**config.mk**
```make
export PLATFORM = sky130hd
export DESIGN_NAME = ovi_issue_sequencer
export DESIGN_NICKNAME = d
export VERILOG_FILES = /design/src/rtl/ovi_seq_pkg.sv /design/src/rtl/ovi_sb_queue.sv /design/src/rtl/ovi_issue_sequencer.sv
export SDC_FILE = /design/constraint.sdc
export NUM_CORES = 1
export LEC_CHECK = 0
export CAP_MARGIN = 40
export CORE_MARGIN = 4
export CORE_UTILIZATION = 40
export DETAILED_ROUTE_END_ITERATION = 8
export MAX_ROUTING_LAYER = met4
export PLACE_DENSITY = 0.79
export SYNTH_ARGS = -nofsm -noshare
export SYNTH_HDL_FRONTEND = slang
export SYNTH_SLANG_ARGS = --single-unit
export TNS_END_PERCENT = 100
```
**constraint.sdc**
```tcl
create_clock -name clk_i -period 9 [get_ports clk_i]
set_input_delay 2.7 -clock clk_i [delete_from_list [all_inputs] [get_ports clk_i]]
set_output_delay 2.7 -clock clk_i [all_outputs]
set_load 0.01 [all_outputs]
```
**src/rtl/ovi_seq_pkg.sv**
```systemverilog
// Shared types and default sizes for the OVI issue sequencer and its sb-id queue.
package ovi_seq_pkg;

    localparam int SB_WIDTH_DEF    = 5;
    localparam int MAX_CREDITS_DEF = 4;
    localparam int QUEUE_DEPTH_DEF = 8;

    typedef enum logic [1:0] {
        RUN,
        DRAIN,
        DRAINED
    } seq_state_e;

    // One in-flight queue entry at the default id width.
    typedef logic [SB_WIDTH_DEF-1:0] sb_entry_t;

endpackage

```
**src/rtl/ovi_sb_queue.sv**
```systemverilog
// Circular sb-id buffer with three pointers: head (oldest not completed),
// disp (oldest undispatched) and wr (next free slot).
module ovi_sb_queue
    import ovi_seq_pkg::*;
#(
    parameter int SB_WIDTH = SB_WIDTH_DEF,
    parameter int DEPTH    = QUEUE_DEPTH_DEF,
    localparam int AW      = $clog2(DEPTH),
    localparam int PW      = $clog2(DEPTH) + 1
) (
    input  logic                clk,
    input  logic                rst_n,
    input  logic                push,
    input  logic [SB_WIDTH-1:0] push_sb,
    input  logic                advance,
    input  logic                flush,
    input  logic                pop,
    output logic [SB_WIDTH-1:0] head_sb,
    output logic [SB_WIDTH-1:0] disp_sb,
    output logic                full,
    output logic                has_undisp,
    output logic                has_disp,
    output logic [PW-1:0]       count,
    output logic [PW-1:0]       count_next
);

    logic [PW-1:0]       head;
    logic [PW-1:0]       disp;
    logic [PW-1:0]       wr;
    logic [PW-1:0]       head_n;
    logic [PW-1:0]       disp_n;
    logic [PW-1:0]       wr_n;
    logic [SB_WIDTH-1:0] mem [DEPTH];

    // A flush rewinds wr to disp and drops any push in the same cycle.
    always_comb begin
        head_n = head;
        disp_n = disp;
        wr_n   = wr;
        if (pop) begin
            head_n = head + PW'(1);
        end
        if (advance) begin
            disp_n = disp + PW'(1);
        end
        if (flush) begin
            wr_n = disp;
        end else if (push) begin
            wr_n = wr + PW'(1);
        end
    end

    always_ff @(posedge clk or negedge rst_n) begin
        if (!rst_n) begin
            head <= '0;
            disp <= '0;
            wr   <= '0;
        end else begin
            head <= head_n;
            disp <= disp_n;
            wr   <= wr_n;
        end
    end

    always_ff @(posedge clk) begin
        if (push && !flush) begin
            mem[wr[AW-1:0]] <= push_sb;
        end
    end

    assign head_sb    = mem[head[AW-1:0]];
    assign disp_sb    = mem[disp[AW-1:0]];
    assign count      = wr - head;
    assign count_next = wr_n - head_n;
    assign full       = (count == PW'(DEPTH));
    assign has_undisp = (disp != wr);
    assign has_disp   = (head != disp);

endmodule

```
**src/rtl/ovi_issue_sequencer.sv**
```systemverilog
// Credit-gated OVI issue front end: tracks in-flight sb ids, turns core commit/kill
// decisions into dispatch pulses, retires on completion and supports drain.
module ovi_issue_sequencer
    import ovi_seq_pkg::*;
#(
    parameter int SB_WIDTH    = SB_WIDTH_DEF,
    parameter int INSTR_WIDTH = 32,
    parameter int CSR_WIDTH   = 40,
    parameter int DATA_WIDTH  = 64,
    parameter int MAX_CREDITS = MAX_CREDITS_DEF,
    parameter int QUEUE_DEPTH = QUEUE_DEPTH_DEF,
    localparam int IW         = $clog2(QUEUE_DEPTH) + 1
) (
    input  logic                   clk_i,
    input  logic                   rsn_i,
    input  logic                   req_valid_i,
    output logic                   req_ready_o,
    input  logic [INSTR_WIDTH-1:0] req_instr_i,
    input  logic [SB_WIDTH-1:0]    req_sb_id_i,
    input  logic [CSR_WIDTH-1:0]   req_csr_i,
    input  logic [DATA_WIDTH-1:0]  req_data_i,
    input  logic                   commit_valid_i,
    input  logic                   commit_kill_i,
    input  logic                   drain_i,
    output logic                   drained_o,
    output logic                   issue_valid_o,
    output logic [INSTR_WIDTH-1:0] issue_instr_o,
    output logic [SB_WIDTH-1:0]    issue_sb_id_o,
    output logic [CSR_WIDTH-1:0]   issue_csr_o,
    output logic [DATA_WIDTH-1:0]  issue_data_o,
    input  logic                   issue_credit_i,
    output logic                   dispatch_nxt_sen_o,
    output logic                   dispatch_kill_o,
    output logic [SB_WIDTH-1:0]    dispatch_sb_id_o,
    input  logic                   completed_valid_i,
    input  logic [SB_WIDTH-1:0]    completed_sb_id_i,
    output logic [IW-1:0]          inflight_o,
    output logic                   seq_err_o
);

    localparam int CW = $clog2(MAX_CREDITS + 1);

    seq_state_e          state;
    seq_state_e          state_n;
    logic [CW-1:0]       credits;
    logic                ready_en;
    logic                pending_kill;
    logic [SB_WIDTH-1:0] pending_sb;

    logic                accept;
    logic                commit_ok;
    logic                do_adv;
    logic                do_kill;
    logic                pop_ok;
    logic                any_err;
    logic [SB_WIDTH-1:0] head_sb;
    logic [SB_WIDTH-1:0] disp_sb;
    logic                q_full;
    logic                has_undisp;
    logic                has_disp;
    logic [IW-1:0]       q_count;
    logic [IW-1:0]       q_count_next;

    // ready_en keeps req_ready_o low while in reset and on the first cycle out of it.
    assign req_ready_o = ready_en && (state == RUN) && (credits != '0) && !q_full;
    assign accept      = req_valid_i && req_ready_o;
    assign commit_ok   = commit_valid_i && has_undisp;
    assign do_adv      = commit_ok && !commit_kill_i;
    assign do_kill     = commit_ok && commit_kill_i;
    assign pop_ok      = completed_valid_i && has_disp && (completed_sb_id_i == head_sb);
    assign any_err     = (commit_valid_i && !has_undisp)
                       || (completed_valid_i && !pop_ok)
                       || (issue_credit_i && !accept && (credits == CW'(MAX_CREDITS)));

    ovi_sb_queue #(
        .SB_WIDTH (SB_WIDTH),
        .DEPTH    (QUEUE_DEPTH)
    ) u_queue (
        .clk        (clk_i),
        .rst_n      (rsn_i),
        .push       (accept),
        .push_sb    (req_sb_id_i),
        .advance    (do_adv),
        .flush      (do_kill),
        .pop        (pop_ok),
        .head_sb    (head_sb),
        .disp_sb    (disp_sb),
        .full       (q_full),
        .has_undisp (has_undisp),
        .has_disp   (has_disp),
        .count      (q_count),
        .count_next (q_count_next)
    );

    assign inflight_o = q_count;
    assign drained_o  = (state == DRAINED);

    always_comb begin
        state_n = state;
        case (state)
            RUN: begin
                if (drain_i) begin
                    state_n = DRAIN;
                end
            end
            DRAIN: begin
                if ((q_count_next == '0) && !(do_kill && accept)) begin
                    state_n = DRAINED;
                end
            end
            DRAINED: begin
                if (!drain_i) begin
                    state_n = RUN;
                end
            end
            default: state_n = RUN;
        endcase
    end

    always_ff @(posedge clk_i or negedge rsn_i) begin
        if (!rsn_i) begin
            state    <= RUN;
            ready_en <= 1'b0;
        end else begin
            state    <= state_n;
            ready_en <= 1'b1;
        end
    end

    // A credit arriving at the ceiling with no accept is a VPU protocol error; hold the count.
    always_ff @(posedge clk_i or negedge rsn_i) begin
        if (!rsn_i) begin
            credits <= CW'(MAX_CREDITS);
        end else if (accept && !issue_credit_i) begin
            credits <= credits - CW'(1);
        end else if (!accept && issue_credit_i && (credits != CW'(MAX_CREDITS))) begin
            credits <= credits + CW'(1);
        end
    end

    always_ff @(posedge clk_i or negedge rsn_i) begin
        if (!rsn_i) begin
            seq_err_o <= 1'b0;
        end else if (any_err) begin
            seq_err_o <= 1'b1;
        end
    end

    always_ff @(posedge clk_i or negedge rsn_i) begin
        if (!rsn_i) begin
            issue_valid_o <= 1'b0;
            issue_instr_o <= '0;
            issue_sb_id_o <= '0;
            issue_csr_o   <= '0;
            issue_data_o  <= '0;
        end else begin
            issue_valid_o <= accept;
            if (accept) begin
                issue_instr_o <= req_instr_i;
                issue_sb_id_o <= req_sb_id_i;
                issue_csr_o   <= req_csr_i;
                issue_data_o  <= req_data_i;
            end
        end
    end

    // An instruction accepted alongside a kill is issued but flushed; its kill pulse
    // follows one cycle after the main kill pulse.
    always_ff @(posedge clk_i or negedge rsn_i) begin
        if (!rsn_i) begin
            pending_kill       <= 1'b0;
            pending_sb         <= '0;
            dispatch_nxt_sen_o <= 1'b0;
            dispatch_kill_o    <= 1'b0;
            dispatch_sb_id_o   <= '0;
        end else begin
            pending_kill       <= do_kill && accept;
            pending_sb         <= req_sb_id_i;
            dispatch_nxt_sen_o <= do_adv;
            dispatch_kill_o    <= do_kill || pending_kill;
            if (commit_ok) begin
                dispatch_sb_id_o <= disp_sb;
            end else if (pending_kill) begin
                dispatch_sb_id_o <= pending_sb;
            end else begin
                dispatch_sb_id_o <= '0;
            end
        end
    end

endmodule
```
==> results.ini, run 1 <==
[status]
outcome=complete, no violations

[synth]
ys_warn_count=0
synthCells=562
synth_top_cell_area_share_pct=49.1
syn_area_um2=8820
yosys.area.top_type=dfrtp_1
syn_avg_cell_area_um2=15.7
synth.ff_latch_count=214
yosysSeqAreaShare_pct=63.0
synthTopCellsByArea=dfrtp_1 (49%), mux2_2 (18%), edfxtp_1 (14%)
ys_types=40
synth_nets=727

[clock_network]
clockBufferDepth=3
cts_setup_buffers=0
cts_tree=built
cts.sinks=214
ctsResizeCount=0
htreeDepth=1
clk_pin_slew_ns=0.06
cts_buffers=25
clock_latency_ns=0.52
cts-root-buf=clkbuf_16
holdBufCountCts=0

[pwr]
leakagePower_nw=5.31
powerDensity_nw_per_um2=335
ir_worst_vdd_v=0.000249

[sta]
relSlewSlack_pct=35.3
fin_skew_ns=0.0149
clock.fmax_ghz=0.169
worst_slew_pin_slew_ns=0.971
period_needed_ns=5.91
timing.hold.ws_ns=0.475
period_share_pct=65.7
final_hold_viol_count=0
finalSetupTns_ns=0
rsz0062_at_grt=false
setup_slack_ns=3.09
maxSlewViolCount=0
finalSetupViolCount=0

[placement]
post_dp_cell_area_um2=12300
place_congestion=0.844
dpl_worst_slack_ns=3.10
placed_cells=1127
io_buffers=309
dp_hpwl_um=16600

[critical_path]
worst_ep_arrival_time_ns=3.21
cpPeakStageDelay_ns=0.80
cp-end-kind=output port
critPathRequiredTime_ns=6.30
critPathTopFamily=flip-flops
cp.buffers_inverters=2
crit_chain=ha_1, inv_1, fa_1, xor2_1, nor3_1, a21boi_0, clkdlybuf4s50_1
worstSetupStartpointType=flip-flop
cp_slowest_cell=dfrtp_1
worstSetupPathType=reg -> out
cp_max_fo=15

[layout]
final_area_um2=13000
final_cell_mix=clkdlybuf4s50_1 (308), dfrtp_1 (173), mux2_2 (142)
drive_above_1_share_pct=22.2
fill_cells=1698
stdcell_count=1172
diodes=0
num-nets-final=1039
synthToLayoutAreaGrowth_pct=47.9
final_common_cell=clkdlybuf4s50_1

[floorplanning]
initial_core_util_pct=40.6
dieWidth_um=157
die_y_um=157
coreArea_um2=21800
io_pins=310
rows=54
design.die.area_um2=24500

[global_routing]
grt_pass1_wl_um=35800
grt_pass1_vias=6544
grt_max_degree=155
grt_overflow=0
antenna_found_initial=0
grt_use_total_pct=19.3

[route]
drc=0
vias_per_cell=5.02
finalWirelength_um=23000
vias=5878
wire_per_inst_um=19.7
drt_iter0_drc=251
dr.pass1.iters=4
ant_nets=0

[run]
cap_violations=0

[hold_path]
hold_path.class=reg -> reg

==> stage by stage <==
step,util (%),total power [mW]
6_report,60.0,4.37
5_1_grt,60.0,4.64
4_1_cts,60.0,4.44
3_5_place_dp,56.3,3.43
3_3_place_gp,56.1,3.37
2_1_floorplan,-,2.43
==> logic make-up (layout without fill, tap and decap cells) <==
family                   Yosys count  in the layout  synth area share [%]
adder cells (fa/ha/maj)           11             11                  1.73
AO/OA/AOI/OAI                     29             29                  1.96
flip-flops                       214            214                  63.0
buffers and inverters             43            373                  1.93
multiplexers                     172            172                  24.7
other                              1              1                0.0425
AND/OR/NAND/NOR                   67             67                  4.03
XOR/XNOR                          25             25                  2.64
==> report_power, final <==
group	total [mW]	switching [mW]	internal, mW
clock network	0.979	0.391	0.589
logic	1.78	0.679	1.10
registers	1.62	0.266	1.35
total	4.37	1.34	3.04
==> sequential cells by signal, summed over array words and instances, names as in the netlist <==
register            flops
issue_sb_id_o           5
u_queue.mem            40
dispatch_sb_id_o        5
pending_sb              5
issue_valid_o           1
issue_data_o           64
u_queue.head            4
seq_err_o               1
dispatch_kill_o         1
u_queue.wr              4
u_queue.disp            4
issue_instr_o          32
state                   2
credits                 3
issue_csr_o            40
dispatch_nxt_sen_o      1
pending_kill            1
ready_en                1
==> area by class of cell <==
type / instances / area, um2 / area share [%]
inverter: 15 / 56.3 / 0.432
multi-input combinational: 305 / 3110 / 23.9
clock inverter: 13 / 113 / 0.863
timing repair buffer: 313 / 3180 / 24.4
tap: 280 / 350 / 2.69
sequential: 214 / 5560 / 42.6
clock buffer: 32 / 682 / 5.23
==> routing by layer <==
metal	share of wire, %	wire (um)	GRT usage, %
met1	39	8880	22.6
met4	2.7	633	5.25
met2	51	11700	32.9
met5	0	0	-
met3	8.1	1860	5.23
==> cells in the mapped netlist <==
master	number
a211oi_1	1
a21boi_0	1
a21o_1	4
a21oi_1	9
a22o_1	1
a311oi_1	1
a31oi_1	2
and2_1	2
and3_1	3
buf_1	3
buf_6	1
clkbuf_1	23
clkbuf_2	1
conb_1	1
dfrtp_1	173
dfstp_2	1
edfxtp_1	40
fa_1	2
ha_1	9
inv_1	15
mux2_2	142
mux2i_1	10
mux4_1	8
mux4_2	12
nand2_1	11
nand2b_1	6
nand3_1	11
nand3b_1	3
nand4_1	3
nor2_1	14
nor2b_1	4
nor3_1	7
nor4_1	1
nor4_4	1
nor4b_1	1
o21ai_0	9
o31ai_1	1
xnor2_1	10
xnor3_1	1
xor2_1	14
==> path summary, 6_finish.rpt <==
| check | depth (start not counted) | to | start | slack (ns) |
|---|---|---|---|---|
| hold / removal | 1 | state[0] | state[1] | 0.48 |
| hold reg to reg | 1 | state[0] | state[1] | 0.48 |
| setup reg to reg | 17 | state[0] | u_queue.head[0] | 4.37 |
| min in group asynchronous | 1 | issue_data_o[29] | rsn_i | 2.06 |
| setup / recovery | 7 | req_ready_o | u_queue.head[0] | 3.09 |
| max in group asynchronous | 3 | issue_data_o[3] | rsn_i | 5.41 |
==> worst register-to-register path, delay by kind of cell (launching register included) <==
family,cells,cell delay (ns)
AOI/OAI and AO/OA,5,0.87
xor gates and xnor gates,4,1.19
adders and majority gates,3,0.89
buffers and inverters,3,0.35
DFF,1,0.80
and+or+nand+nor,2,0.44
(Power assumes the default switching activity.)
==> run 2: changes to the inputs <==
- clock period: 9 -> 6.14 ns (I/O delays scaled with it)
==> run 2 against run 1 <==
Net effect:
- clock power increased by 48%
- register-to-register slack got worse by 2.3 ns
- worst hold slack improved by 0.0024 ns
- critical endpoint unchanged
- largest power group unchanged
==> results.ini, run 2 (synthesized netlist as in run 1, its figures left out) <==
[clock_network]
cts_tree=built
ctsResizeCount=0
cts_setup_buffers=0
cts.sinks=214
clock_latency_ns=0.51
cts-root-buf=clkbuf_16
cts_buffers=25
clk_pin_slew_ns=0.06
holdBufCountCts=0
htreeDepth=1
clockBufferDepth=3

[floorplanning]
io_pins=310
rows=54
die_y_um=157
coreArea_um2=21800
initial_core_util_pct=40.6
dieWidth_um=157
design.die.area_um2=24500

[layout]
final_common_cell=clkdlybuf4s50_1
largest_reg_flops=64
drive_above_1_share_pct=22.6
stdcell_count=1170
regMostFlops=issue_data_o
final_cell_mix=clkdlybuf4s50_1 (308), dfrtp_1 (173), mux2_2 (142)
num-nets-final=1042
final_area_um2=13100
fill_cells=1659
synthToLayoutAreaGrowth_pct=48.2
diodes=0

[placement]
placed_cells=1130
io_buffers=309
place_congestion=0.835
dp_hpwl_um=16200
post_dp_cell_area_um2=12300

[sta]
finalSetupViolCount=0
maxSlewViolCount=0
finalSetupTns_ns=0
clock.fmax_ghz=0.197
period_needed_ns=5.09
fin_skew_ns=0.00993
worst_slew_pin_slew_ns=1.02
period_share_pct=82.8
final_hold_viol_count=0
relSlewSlack_pct=32.2
rsz0062_at_grt=false

[route]
drt_iter0_drc=286
drc=0
dr.pass1.iters=4
vias=5810
finalWirelength_um=22500
ant_nets=0
vias_per_cell=4.97
wire_per_inst_um=19.3

[global_routing]
grt_pass1_wl_um=35100
antenna_found_initial=0
grt_pass1_vias=6370
grt_use_total_pct=18.8
grt_max_degree=175
grt_overflow=0

[pwr]
ir_worst_vdd_v=0.000283
pwr-share-comb_pct=41.0
p_sw_share_pct=30.2
pwr-share-seq_pct=36.4
powerDensity_nw_per_um2=493
p_int_mw=4.50
pwr-share-clk_pct=22.5
p_switching_mw=1.95
leakagePower_nw=5.33

[status]
outcome=complete, no violations

[critical_path]
critPathRequiredTime_ns=4.30
worst_ep_arrival_time_ns=3.24
cp_max_fo=10
cp-end-kind=output port
worstSetupStartpointType=flip-flop
worstSetupPathType=reg -> out

[run]
cap_violations=0

[hold_path]
hold_path.class=reg -> reg

## run 2: final cells by class
type / count / area (um2) / area share (%)
clock buffers: 32 / 682 / 5.22
clock inverters: 8 / 119 / 0.909
inverters: 15 / 56.3 / 0.431
multi-input cells: 305 / 3110 / 23.8
flip-flops and latches: 214 / 5560 / 42.5
well taps: 280 / 350 / 2.68
repair buffers: 316 / 3200 / 24.5
## run 2: critical path, stage by stage, from the launching register on
cell	delay, ns
dfrtp_1	0.60
inv_1	0.28
ha_1	0.33
nor2b_1	0.12
o21ai_0	0.25
nand3_1	0.19
and2_1	0.21
a21boi_0	0.17
clkdlybuf4s50_1	0.57
## run 2: per-layer routing
layer / part of all wire (%) / vias up / track usage, % / routed length [um]
li1: - / 2660 / - / -
met1: 39 / 2883 / 22.1 / 8770
met2: 51 / 224 / 31.6 / 11400
met3: 7.8 / 43 / 5.56 / 1770
met4: 2.7 / 0 / 4.96 / 605
met5: 0 / - / - / 0
## run 2: path summary, 6_finish.rpt
path / from / to / slack [ns] / cells after the start
setup / recovery: u_queue.head[1] / req_ready_o / 1.05 / 8
hold / removal: pending_sb[1] / dispatch_sb_id_o[1] / 0.48 / 2
setup reg to reg: u_queue.head[0] / state[0] / 2.12 / 13
hold reg to reg: pending_sb[1] / dispatch_sb_id_o[1] / 0.48 / 2
max in group asynchronous: rsn_i / issue_sb_id_o[1] / 3.89 / 2
min in group asynchronous: rsn_i / issue_data_o[35] / 1.43 / 2
## run 2: stage by stage
step / hold slack [ns] / power, mW / utilization [%] / setup WS [ns]
after floorplan: 0.426 / 3.56 / - / 1.60
after global placement: 0.465 / 4.95 / 56.2 / 1.32
after detailed placement: 0.468 / 5.04 / 56.4 / 1.21
after CTS: 0.481 / 6.54 / 60.1 / 1.03
after global routing: 0.511 / 6.84 / 60.1 / 0.816
final: 0.478 / 6.45 / 60.1 / 1.05
## run 2: power by group through the flow
| stage | combinational [mW] | sequential (mW) | clock, mW |
|---|---|---|---|
| 2_1_floorplan | 1.07 | 2.49 | 0 |
| 3_3_place_gp | 2.59 | 2.36 | 0 |
| 3_5_place_dp | 2.67 | 2.37 | 0 |
| 4_1_cts | 2.69 | 2.36 | 1.50 |
| 5_1_grt | 2.84 | 2.43 | 1.56 |
| 6_report | 2.65 | 2.35 | 1.45 |
==> patch 1: new RTL, config.mk and constraints of run 2 <==
`CSR_WIDTH`: 40 -> 20.
--- a/src/rtl/ovi_issue_sequencer.sv
+++ b/src/rtl/ovi_issue_sequencer.sv
@@ -6,5 +6,5 @@
     parameter int SB_WIDTH    = SB_WIDTH_DEF,
     parameter int INSTR_WIDTH = 32,
-    parameter int CSR_WIDTH   = 40,
+    parameter int CSR_WIDTH   = 20,
     parameter int DATA_WIDTH  = 64,
     parameter int MAX_CREDITS = MAX_CREDITS_DEF,
Interface: changed (resized issue_csr_o and req_csr_i); port bits go from 310 to 270. The function was not compared with the original's and may differ.
==> patch 1 against run 2 <==
Total power fell by 11%. Worst setup slack worse by 0.037 ns. Sequential cell count shrank 20. Fmax decreased by 0.72%. Sequential share of layout area is 0.59 points higher. Area after synthesis fell by 7.9%. Final area shrank 10%. Via count fell by 9.5%. Wire length decreased by 12%. Count of clock-buffer cells in the layout fell by 11. Clock skew rose by 0.0039 ns. Critical endpoint unchanged. Largest power group unchanged.
==> patch 1: results (changes against run 2) <==
peak supply drop 0.277 mV (-2.4%); gpl congestion 0.809 (-3.2%); most frequent cells after synthesis dfrtp_1 (153), mux2_2 (122), edfxtp_1 (40), clkbuf_1 (20), nor2_1 (17); IO Port Bufs 269 (-13%); met2 wire length 10.1 mm (-11%); fin nets 940 (-9.8%); critical-path maximum fanout 13 (+3); Post-Synth XOR/XNOR Area 2.87% (+0.23 points); dpl cells 1041 (-7.9%); Tot GR Track Use 18.5% (-0.29 points); Compound-Gate Fraction of Synth Area 2.36% (+0.40 points); CP arrival 3.28 ns (+0.04 ns); Core Util, Final 59.5% (-0.58 points); WL met3 1.31 mm (-26%); Hold Path Cell Cnt 1 (-1); Leakage 4.74 nW (-11%); largest net degree at the start of global routing 77 (-56%); Logic pwr share 43.2% (+2.2 points); Fillers 1535 (-7.5%); cell count of the worst reg-to-reg path 9 (-4); clock slew at the register clock pins of the worst setup and hold paths 0.08 ns (+0.02 ns); async set-reset flop share out of synthesis 79.4% (-1.9 points); outcome finished clean; worst slew pin tran 0.765 ns (-0.251 ns); Post-Synth Adder-Cell Area 1.88% (+0.15 points); Clock power frac 19.9% (-2.6 points); largest cells by area after synthesis dfrtp_1 (47%), mux2_2 (17%), edfxtp_1 (15%), mux4_2 (3.3%), mux4_1 (1.9%); final hold slack 0.470 ns (-0.00783 ns); Mapped Cells 526 (-6.4%); clk_lat worst skew 0.42 ns (-0.09 ns); Hold EP state[0]; layout cells sized above 1 22.0% (-0.55 points); WL met1 8.10 mm (-7.7%); grt met3 use 5.54% (-0.020 points); First DRT Iteration DRCs 182 (-36%); Cell variety after synth 47 (+18%)
patch 1: cell count changes in the layout (fill, tap and decap cells not counted), moves of 3 or more:
| cell | run 2 | this run |
|---|---|---|
| clkdlybuf4s50_1 | 308 | 268 |
| dfrtp_1 | 173 | 153 |
| mux2_2 | 142 | 122 |
| clkbuf_16 | 25 | 18 |
| clkinv_2 | 4 | 0 |
| inv_6 | 0 | 4 |
| clkbuf_1 | 4 | 1 |
| inv_8 | 0 | 3 |
| mux2i_1 | 10 | 13 |
| nand2_1 | 11 | 8 |
| nor2_1 | 14 | 17 |
patch 1: per-stage QoR:
step	power, mW	worst slack, ns
after global routing	6.10	0.837
after floorplan	3.34	1.97
final	5.75	1.02
after detailed placement	4.66	1.20
after CTS	5.83	1.01
after global placement	4.58	1.24
patch 1: area by class of cell:
cell class,instances,area share (%)
clock buffers,21,4.10
well taps,265,2.83
flip-flops and latches,194,43.1
repair buffers,276,23.6
multi-input cells,291,24.7
inverters,15,0.480
clock inverters,11,1.13
==> patch 2: new RTL, flow settings as in run 2 <==
Without the edit above. Register the output `seq_err_o` once more, with the module's reset; this adds one clock of latency there. The other outputs are not delayed to match.
--- a/src/rtl/ovi_issue_sequencer.sv
+++ b/src/rtl/ovi_issue_sequencer.sv
@@ -41,4 +41,6 @@
     localparam int CW = $clog2(MAX_CREDITS + 1);
 
+    logic seq_err_s0;
+
     seq_state_e          state;
     seq_state_e          state_n;
@@ -141,7 +143,7 @@
     always_ff @(posedge clk_i or negedge rsn_i) begin
         if (!rsn_i) begin
-            seq_err_o <= 1'b0;
+            seq_err_s0 <= 1'b0;
         end else if (any_err) begin
-            seq_err_o <= 1'b1;
+            seq_err_s0 <= 1'b1;
         end
     end
@@ -189,3 +191,11 @@
     end
 
+    always_ff @(posedge clk_i or negedge rsn_i) begin
+        if (!rsn_i) begin
+            seq_err_o <= '0;
+        end else begin
+            seq_err_o <= seq_err_s0;
+        end
+    end
+
 endmodule
Formal check against the unedited RTL: not equivalent (Yosys sat finds a counterexample within 4 cycles, from zero or initial values).
==> patch 2 against run 2 <==
Final cell count up 0.51%. Sequential cell count up 1. Via count up 1.6%. Fmax up 0.27%. Total power up 0.19%. Wire length up 5.2%. Area after synthesis up 0.28%. Synthesized cell count up 0.18%. Combinational power about the same. Worst setup slack better by 0.014 ns. Final area about the same.
==> patch 2: results (changes against run 2) <==
cell count of the worst reg-to-reg path 12 (-1); drt wl/cell 20.2 µm (+4.7%); first-pass GRT wire length 36.2 mm (+3.2%); vias in the first global route 6524 (+2.4%); NonClk Buf Share 24.4% (-0.074 points); Post-Syn Nets 728 (+0.14%); critical-path maximum fanout 15 (+5); outcome finished clean; H-tree depth 1 (unchanged); Fillers 1652 (-0.42%); total power 6.46 mW (+0.19%); Post-Synth Adder-Cell Area 1.73% (-0.0049 points); Clock Skews 0.00971 ns (-0.000217 ns); post-synthesis mux area share 24.6% (-0.070 points); Total Wirelength 23.7 mm (+5.2%); Avg Cell Area, Syn 15.7 µm² (+0.11%); fraction of area in multi-input gates 23.8% (about the same); clock-cell share of area 6.02% (-0.11 points); WL met3 2.18 mm (+23%); initial antenna violation count 2 (+2); met2 capacity usage during global routing 31.9% (+0.37 points); HPWL Detailed 17.2 mm (+6.5%); grt met3 use 6.89% (+1.3 points); largest net degree at the start of global routing 97 (-45%); # Post-CTS Setup Buffers 0 (unchanged); vias 5905 (+1.6%); Compound-Gate Fraction of Synth Area 1.95% (-0.0055 points); clock buffer count 35 (+9.4%); Hold EP seq_err_o; CP arrival 3.23 ns (about the same); peak supply drop 0.387 mV (+37%); Non-CTS buffers 315 (-0.32%); Leakage 5.31 nW (-0.38%); Hold Path Cell Cnt 0 (-2); Post-Synth XOR/XNOR Area 2.63% (-0.0075 points); met2 wire length 11.9 mm (+4.1%); First DRT Iteration DRCs 230 (-20%); Seq/total area 42.7% (+0.16 points); largest cells by area after synthesis dfrtp_1 (49%), mux2_2 (18%), edfxtp_1 (14%), mux4_2 (3.1%), mux4_1 (2.4%); R2R Setup Slk 1.81 ns (-0.31 ns); Synth Register Bits 215 (+0.47%); Logic pwr share 41.1% (about the same); WL met1 9.24 mm (+5.4%); gpl congestion 0.882 (+5.6%); async set-reset flop share out of synthesis 81.4% (+0.087 points); sw frac 30.9% (+0.73 points); Worst Hold Class flop to flop; Tot GR Track Use 19.4% (+0.68 points); Clock power frac 22.0% (-0.5 points); register area share after synthesis 63.1% (+0.10 points); worst slew pin tran 0.814 ns (-0.203 ns); M1 GR Usage 22.7% (+0.60 points); ANT cells 2 (+2); hold path startpoint seq_err_s0; layout cells sized above 1 22.1% (-0.44 points)
==> patch 2: critical path, stage by stage, from the launching register on <==
cell             delay [ns]
dfrtp_1                0.84
ha_1                   0.30
inv_1                  0.06
fa_1                   0.37
xor2_1                 0.17
nor3_1                 0.33
a21boi_0               0.15
clkdlybuf4s50_1        0.50
==> patch 2: kinds of logic (layout without fill, tap and decap cells) <==
group	after synthesis	in the layout
buffers and inverters	43	374
adders and majority gates	11	11
and+or+nand+nor	67	67
other	1	3
DFF	215	215
muxes	172	172
AOI/OAI and AO/OA	29	29
xor gates and xnor gates	25	25
==> patch 2: per-stage QoR <==
step | setup WS (ns) | cell area, µm² | hold WS [ns]
floorplan | 1.60 | 8850 | 0.355
global placement | 1.34 | 12200 | 0.398
detailed placement | 1.20 | 12300 | 0.398
CTS | 1.02 | 13100 | 0.422
global route | 0.868 | 13100 | 0.431
finish | 1.07 | 13100 | 0.406
